<file path="config.mk">
export PLATFORM = sky130hd
export DESIGN_NAME = load_store_unit
export DESIGN_NICKNAME = d
export VERILOG_FILES = /design/src/rtl/load_store_unit_pkg.sv /design/src/rtl/load_store_unit_lane_align.sv /design/src/rtl/load_store_unit.sv
export SDC_FILE = /design/constraint.sdc
export NUM_CORES = 1
export LEC_CHECK = 0
export CAP_MARGIN = 10
export CORE_ASPECT_RATIO = 0.8
export CORE_MARGIN = 2
export CORE_UTILIZATION = 45
export DETAILED_ROUTE_END_ITERATION = 10
export HOLD_SLACK_MARGIN = 0.12
export PLACE_DENSITY = 0.79
export SLEW_MARGIN = 10
export SYNTH_ARGS = -nofsm -noshare
export SYNTH_HDL_FRONTEND = slang
export SYNTH_SLANG_ARGS = --single-unit
export TNS_END_PERCENT = 10
</file>
<file path="constraint.sdc">
create_clock -name clk -period 4.8 [get_ports clk]
set_input_delay 0.48 -clock clk [delete_from_list [all_inputs] [get_ports clk]]
set_output_delay 0.48 -clock clk [all_outputs]
set_load 0.05 [all_outputs]
</file>
<file path="src/rtl/load_store_unit_pkg.sv">
// Shared definitions for the load/store unit:
// funct3 codes, FSM states and the fault rule.
package load_store_unit_pkg;

  localparam logic [2:0] F3_B  = 3'b000;
  localparam logic [2:0] F3_H  = 3'b001;
  localparam logic [2:0] F3_W  = 3'b010;
  localparam logic [2:0] F3_BU = 3'b100;
  localparam logic [2:0] F3_HU = 3'b101;

  typedef enum logic [1:0] {
    S_IDLE  = 2'd0,
    S_READ  = 2'd1,
    S_WRITE = 2'd2,
    S_DONE  = 2'd3
  } lsu_state_e;

  function automatic logic lsu_fault(
    input logic       wr,
    input logic [2:0] f3,
    input logic [1:0] a
  );
    logic f;
    f = 1'b1;
    case (f3)
      F3_B:    f = 1'b0;
      F3_H:    f = a[0];
      F3_W:    f = (a != 2'b00);
      F3_BU:   f = wr;
      F3_HU:   f = wr | a[0];
      default: f = 1'b1;
    endcase
    return f;
  endfunction

endpackage

</file>
<file path="src/rtl/load_store_unit_lane_align.sv">
// Lane extract/extend for loads and
// read-modify-write merge for sub-word stores.
module load_store_unit_lane_align
  import load_store_unit_pkg::*;
(
  input  logic [31:0] word,
  input  logic [31:0] wdata,
  input  logic [2:0]  f3,
  input  logic [1:0]  k,
  output logic [31:0] load_data,
  output logic [31:0] store_data
);

  logic [7:0]  byte_s;
  logic [15:0] half_s;

  always_comb begin
    byte_s    = word[{k, 3'b000} +: 8];
    half_s    = k[1] ? word[31:16] : word[15:0];
    load_data = word;
    case (f3)
      F3_B:    load_data = {{24{byte_s[7]}}, byte_s};
      F3_H:    load_data = {{16{half_s[15]}}, half_s};
      F3_BU:   load_data = {24'b0, byte_s};
      F3_HU:   load_data = {16'b0, half_s};
      default: load_data = word;
    endcase
  end

  always_comb begin
    store_data = wdata;
    case (f3)
      F3_B: begin
        store_data = word;
        store_data[{k, 3'b000} +: 8] = wdata[7:0];
      end
      F3_H: begin
        store_data = word;
        store_data[{k[1], 4'b0000} +: 16] = wdata[15:0];
      end
      default: store_data = wdata;
    endcase
  end

endmodule

</file>
<file path="src/rtl/load_store_unit.sv">
// Sub-word load/store engine between the memory
// stage and a word-wide RAM.
module load_store_unit
  import load_store_unit_pkg::*;
#(
  parameter int RAM_LATENCY = 1
) (
  input  logic        clk,
  input  logic        rst,
  input  logic        req_valid,
  output logic        req_ready,
  input  logic        req_write,
  input  logic [2:0]  req_funct3,
  input  logic [31:0] req_addr,
  input  logic [31:0] req_wdata,
  output logic        resp_valid,
  output logic [31:0] resp_rdata,
  output logic        resp_misaligned,
  output logic [31:0] ram_address,
  output logic [31:0] ram_data_in,
  output logic        ram_write_enable,
  input  logic [31:0] ram_data_out
);

  localparam int CW =
    (RAM_LATENCY > 1) ? $clog2(RAM_LATENCY) : 1;
  localparam logic [CW-1:0] CNT_LAST =
    CW'(RAM_LATENCY - 1);

  lsu_state_e    state_q, state_d;
  logic [CW-1:0] cnt_q, cnt_d;
  logic [31:0]   addr_q, addr_d;
  logic [2:0]    f3_q, f3_d;
  logic          write_q, write_d;
  logic [31:0]   wdata_q, wdata_d;
  logic [31:0]   word_q, word_d;
  logic          fault_q, fault_d;

  logic [31:0] load_data;
  logic [31:0] store_data;

  load_store_unit_lane_align u_align (
    .word       (word_q),
    .wdata      (wdata_q),
    .f3         (f3_q),
    .k          (addr_q[1:0]),
    .load_data  (load_data),
    .store_data (store_data)
  );

  always_comb begin
    state_d          = state_q;
    cnt_d            = cnt_q;
    addr_d           = addr_q;
    f3_d             = f3_q;
    write_d          = write_q;
    wdata_d          = wdata_q;
    word_d           = word_q;
    fault_d          = fault_q;
    req_ready        = 1'b0;
    resp_valid       = 1'b0;
    resp_rdata       = 32'b0;
    resp_misaligned  = 1'b0;
    ram_address      = 32'b0;
    ram_data_in      = 32'b0;
    ram_write_enable = 1'b0;
    case (state_q)
      S_IDLE: begin
        req_ready = 1'b1;
        if (req_valid) begin
          addr_d  = req_addr;
          f3_d    = req_funct3;
          write_d = req_write;
          wdata_d = req_wdata;
          cnt_d   = '0;
          fault_d = lsu_fault(req_write, req_funct3,
                              req_addr[1:0]);
          if (fault_d)
            state_d = S_DONE;
          else if (req_write && req_funct3 == F3_W)
            state_d = S_WRITE;
          else
            state_d = S_READ;
        end
      end
      S_READ: begin
        ram_address = {addr_q[31:2], 2'b00};
        if (cnt_q == CNT_LAST) begin
          word_d  = ram_data_out;
          state_d = write_q ? S_WRITE : S_DONE;
        end else begin
          cnt_d = cnt_q + CW'(1);
        end
      end
      S_WRITE: begin
        ram_address      = {addr_q[31:2], 2'b00};
        ram_write_enable = 1'b1;
        ram_data_in      = store_data;
        state_d          = S_DONE;
      end
      S_DONE: begin
        resp_valid      = 1'b1;
        resp_misaligned = fault_q;
        // stores and faults return zero data
        if (!write_q && !fault_q)
          resp_rdata = load_data;
        state_d = S_IDLE;
      end
      default: state_d = S_IDLE;
    endcase
  end

  always_ff @(posedge clk) begin
    if (!rst) begin
      state_q <= S_IDLE;
      cnt_q   <= '0;
      addr_q  <= '0;
      f3_q    <= '0;
      write_q <= 1'b0;
      wdata_q <= '0;
      word_q  <= '0;
      fault_q <= 1'b0;
    end else begin
      state_q <= state_d;
      cnt_q   <= cnt_d;
      addr_q  <= addr_d;
      f3_q    <= f3_d;
      write_q <= write_d;
      wdata_q <= wdata_d;
      word_q  <= word_d;
      fault_q <= fault_d;
    end
  end

endmodule
</file>
# Yosys cells after proc, flatten, opt, wreduce, memory -nomap -nowiden

Index checks and enable logic that the tools add are counted.

Bits in registers: 104
Input bits: 103
Output and inout bits: 100
Word-level logic and storage cells: 69

Add/subtract/negate cells: 3
Equality and inequality tests: 12
Shift-type cells: 5
Mux-type cells: 25
Bitwise logic cells: 2
Reductions and logical operators: 14

Operator list:

| operator                  | count |
|---|---|
| $mux W32                  | 4 |
| $pmux W32 S4              | 1 |
| $bwmux W32                | 2 |
| $pmux W32 S2              | 1 |
| $shift A16 B7 Y32 const A | 1 |
| $shift A8 B7 Y32 const A  | 1 |
| $shiftx A16 B7 Y32        | 1 |
| $shiftx A32 B6 Y8         | 1 |
| $shiftx A8 B7 Y32         | 1 |
| $mux W16                  | 1 |
| $neg A5 Y7                | 2 |
| $eq A3 B3 Y1 const B      | 4 |
| $mux W1                   | 9 |
| $mux W2                   | 4 |
| $pmux W2 S4               | 1 |
| $reduce_and A2 Y1         | 4 |
| $eq A3 B1 Y1 const B      | 2 |
| $logic_not A3 Y1          | 2 |
| $pmux W1 S5               | 1 |
| $eq A2 B2 Y1 const B      | 2 |
| $ne A2 B2 Y1 const B      | 2 |
| $reduce_bool A2 Y1        | 2 |
| $eq A3 B2 Y1 const B      | 1 |
| $eq A2 B1 Y1 const B      | 1 |
| 8 further kinds           | 10 |

# Depth between registers and ports, before layout

Depth in word-level cells: 7
Gate-level depth with buffers: 8
Depth with buffers taken out: 5

# Hierarchy

A second synthesis with hierarchy kept.

Cells, all modules: 817
Area, all modules: 6,562.5 µm²

By module, submodules not included:

| module                     | times used | cells an instance | area an instance (µm²) | seq. area each (µm²) |
|---|---|---|---|---|
| load_store_unit            | 1          | 532               | 4,672.0                | 2,062.0 |
| load_store_unit_lane_align | 1          | 285               | 1,890.6                | 0.0 |

# Least setup slack after synthesis

OpenSTA, ideal clock, no wires.

Path type: register to output
From: register state_q[0]
To: output resp_rdata[1]
Arrival time: 2.823 ns
Data required time: 4.320 ns
Setup slack: 1.497 ns
Stages on the path, launching flop included: 6
Path buffers: 1
Path through: dfxtp_1 ha_1 nor3b_1 clkbuf_1 o31ai_1 a221oi_1

Word-level cells in the longest chain between the ends: 2

Ends and longest elaborated chain:

| item                     | RTL line               | RTL |
|---|---|---|
| start: declaration       | load_store_unit.sv:30  | `lsu_state_e state_q, state_d;` |
| start signal: assignment | load_store_unit.sv:124 | `state_q <= state_d;` |
| $eq A2 B2 Y1             | load_store_unit.sv:67  | `case (state_q)` |
| $mux W32                 | load_store_unit.sv:67  |  |
| end: declaration         | load_store_unit.sv:17  | `output logic [31:0] resp_rdata,` |

No other way between the ends.

# Worst setup path after layout

From: register addr_q[1]
To: output ram_data_in[7]

Word-level cells in the longest chain between the ends: 5
Elaborated cells on any way between the ends: 10
Classes of those cells: add/sub (2); shift (4); mux (4)

Ends and longest elaborated chain:

| item                                             | RTL line                                                           | RTL |
|---|---|---|
| start: declaration                               | load_store_unit.sv:32                                              | `logic [31:0] addr_q, addr_d;` |
| start signal: assignment                         | load_store_unit.sv:126                                             | `addr_q <= addr_d;` |
| $neg A5 Y7 (on tied branches)                    | load_store_unit_lane_align.sv:39, load_store_unit_lane_align.sv:35 |  |
| $shiftx A16 B7 Y32, or another cell as far along | load_store_unit_lane_align.sv:39                                   | `store_data[{k[1], 4'b0000} +: 16] = wdata[15:0];` |
| $bwmux W32 (on tied branches)                    | load_store_unit_lane_align.sv:39, load_store_unit_lane_align.sv:35 |  |
| $pmux W32 S2 (*)                                 | load_store_unit_lane_align.sv:32                                   | `case (f3)` |
| $mux W32 (*)                                     | load_store_unit.sv:67                                              |  |
| end: declaration                                 | load_store_unit.sv:20                                              | `output logic [31:0] ram_data_in,` |

Every way passes the cells marked *; elsewhere a longest branch is shown, timed or not.

==> results.json <==
{
  "syn-instance-count": 761,
  "synth.area.top_cells": "dfxtp_1 (34%), nand2_1 (9.0%), a21boi_0 (8.6%), mux2i_1 (6.8%), nor2b_1 (4.4%)",
  "cp_data_arrival_time_ps": 3400,
  "cts_made_buffers": 9,
  "period_minus_slack_ps": 3878,
  "cap_violations": 0,
  "final_layout_size_suffix_gt1_share_pct": 4.929,
  "p_per_area_mw_per_mm2": 471.2,
  "crit_path_start_kind": "register",
  "dpl_worst_slack_ps": 1350,
  "yosys_warnings": 0,
  "h-tree-depth": 3,
  "status": "finished clean",
  "drt-pass1-iter-count": 7,
  "setup_tns_ps": 0,
  "critical_path_required_ps": 4320,
  "use_met2_pct": 38.93,
  "ys_ff_latch": 103,
  "ys.flop_type": "dfxtp_1",
  "cts.clk_slew.worst_paths_ps": 70,
  "post-route-period-util_pct": 80.80,
  "ys_seq_area_share_pct": 34.41,
  "viasPerCell": 5.510,
  "synth.top_cell.area_share_pct": 34.41,
  "synth_area_leader_cell": "dfxtp_1",
  "cts_resized": 0,
  "wl_per_cell_um": 17.20,
  "antenna_found_initial": 0,
  "synth-async-reset-ratio_pct": 0,
  "grt-ovfl-total": 0,
  "rsz0062_at_grt": "false",
  "clock_skew_ps": 3.431,
  "dpl.hpwl_mm": 13.67,
  "final_hold_viol_count": 0,
  "worstSetupEndpointType": "output pin",
  "finalSetupViolCount": 0,
  "die_h_um": 107.2,
  "cts_tree": "built",
  "place.gp.congestion": 0.8967,
  "diodes": 0,
  "final_nets": 1020,
  "slew_viol_final": 0,
  "tightestPinTransition_ps": 1064,
  "use_met1_pct": 36.41,
  "ir_drop_v": 0.0002765,
  "gr-usage-all-layers_pct": 25.93,
  "grt_pass1_wl_mm": 29.12,
  "critical_path_class": "reg -> out",
  "die_w_um": 133.0,
  "clock-sinks": 103,
  "clockBufferDepth": 2,
  "area_growth_pct": 38.52,
  "start_util_pct": 46.40,
  "avgSynthCellArea_sq_um": 7.875,
  "core-area_sq_mm": 0.01292,
  "cts_setup_buffers": 0,
  "num_rows": 37,
  "grt_pass1_vias": 5345,
  "ctsRootBufferMaster": "clkbuf_16",
  "rrSetupSlack_ps": 2620,
  "drc": 0,
  "portBuffers": 200,
  "synth-edff-count": 0,
  "relSlewSlack_pct": 29.04,
  "routed_wl_mm": 18.72,
  "top_usage_layer": "met2",
  "insertion_delay_ps": 340,
  "grt_max_degree": 71,
  "min_path_type": "reg -> reg",
  "postRouteAntennaNets": 0,
  "leakagePower_nw": 2.826,
  "num_io_pins": 203,
  "finalWorstSetupSlack_ps": 921.8,
  "hold_buffers": 0,
  "ys_types": 45,
  "cp_max_fo": 31,
  "syn-cell-area_sq_mm": 0.005993,
  "use_met3_pct": 7.849,
  "drtIter0Drc": 476,
  "vias": 5995,
  "dieArea_sq_mm": 0.01426,
  "fmax_ghz": 0.2579
}
placed cells by master (no fill, tap or decap), types with 2 or more instances in the layout:
master / Yosys / routed
buf_4: 2 / 9
inv_1: 14 / 14
nand2b_1: 13 / 13
nor2_1: 21 / 21
nand3_1: 25 / 25
nand2_1: 143 / 142
and3b_1: 2 / 2
mux2_2: 9 / 9
o21ai_0: 41 / 41
bufinv_16: 0 / 2
nor3b_2: 1 / 2
mux2i_1: 41 / 41
o21a_1: 2 / 2
a21boi_0: 69 / 69
dfxtp_1: 103 / 103
clkbuf_16: 0 / 9
a21oi_1: 24 / 24
a221oi_1: 22 / 22
nor3_1: 2 / 2
clkdlybuf4s50_1: 0 / 199
o31a_1: 3 / 3
nand4_1: 17 / 17
ha_1: 9 / 8
a31oi_1: 10 / 10
nor2b_1: 42 / 42
o22ai_1: 2 / 2
and2_1: 33 / 32
o311a_1: 8 / 8
conb_1: 1 / 2
o31ai_1: 15 / 15
and3_1: 2 / 2
through the flow:
step | utilization (%) | hold WS [ps] | instance area (sq um) | power, mW | std cells
floorplan | - | 438.8 | 5997 | 2.533 | 762
global placement | 61.78 | 447.1 | 7980 | 3.090 | 1072
detailed placement | 61.78 | 452.4 | 7980 | 3.113 | 1072
CTS | 64.27 | 462.0 | 8302 | 3.915 | 1088
global route | 64.27 | 479.7 | 8302 | 4.133 | 1088
finish | 64.27 | 457.2 | 8302 | 3.912 | 1088
sequential cells by signal, indices dropped and copies added (netlist names):
signal / count
addr_q: 32
f3_q: 3
fault_q: 1
state_q: 2
wdata_q: 32
word_q: 32
write_q: 1
report_power, final:
| group | switching [mW] | internal [mW] |
|---|---|---|
| Combinational | 1.19 | 0.668 |
| Sequential | 0.221 | 1.03 |
| Clock | 0.337 | 0.462 |
path summary, 6_finish.rpt:
path	start	cells past startpoint	to
min reg2reg	addr_q[28]	2	addr_q[28]
max	addr_q[1]	7	ram_data_in[7]
min	addr_q[28]	2	addr_q[28]
max reg2reg	state_q[0]	6	wdata_q[18]
cell type report:
class	count	area, sq um
multi-input cells	570	3578
flip-flops and latches	103	2062
well taps	175	219.0
fillers	1162	4614
clock inverters	6	92.59
clock buffers	10	229.0
repair buffers	209	2064
inverters	15	56.30
cells in the mapped netlist, types with 2 or more instances:
cell      instances
o21a_1            2
nand2_1         143
nand2b_1         13
o31a_1            3
and2_1           33
o31ai_1          15
buf_4             2
a221oi_1         22
o22ai_1           2
a21oi_1          24
buf_2             9
nor2_1           21
buf_6             2
a31oi_1          10
o311a_1           8
mux2i_1          41
ha_1              9
dfxtp_1         103
buf_1             6
clkbuf_1         55
mux2_2            9
nand4_1          17
and3b_1           2
nor3_1            2
a21boi_0         69
nor2b_1          42
nand3_1          25
and3_1            2
o21ai_0          41
inv_1            14
logic make-up (layout without fill, tap and decap cells):
kind of cell | count (synthesis) | in the layout | share of synthesized area, %
flops | 103 | 103 | 34.41
mux | 51 | 51 | 8.914
buf+inv | 89 | 240 | 6.138
other cells | 1 | 2 | 0.06257
fa+ha+maj | 9 | 9 | 1.879
compound gates | 201 | 201 | 23.38
simple gates | 307 | 307 | 25.22
layer usage:
metal,vias to the layer above,wire (um),part of all wire (%)
li1,2945,-,-
met1,2762,8692,46
met2,268,7966,43
met3,20,1834,9.8
met4,0,223,1.2
met5,-,0,0
worst max-delay path, cell delays in order (launching register included):
cell and delay [ps]:
dfxtp_1 310, buf_4 340, inv_1 170, ha_1 350
nor4b_2 660, o31ai_1 120, a21oi_1 240, clkdlybuf4s50_1 860
(Power assumes the default switching activity.)
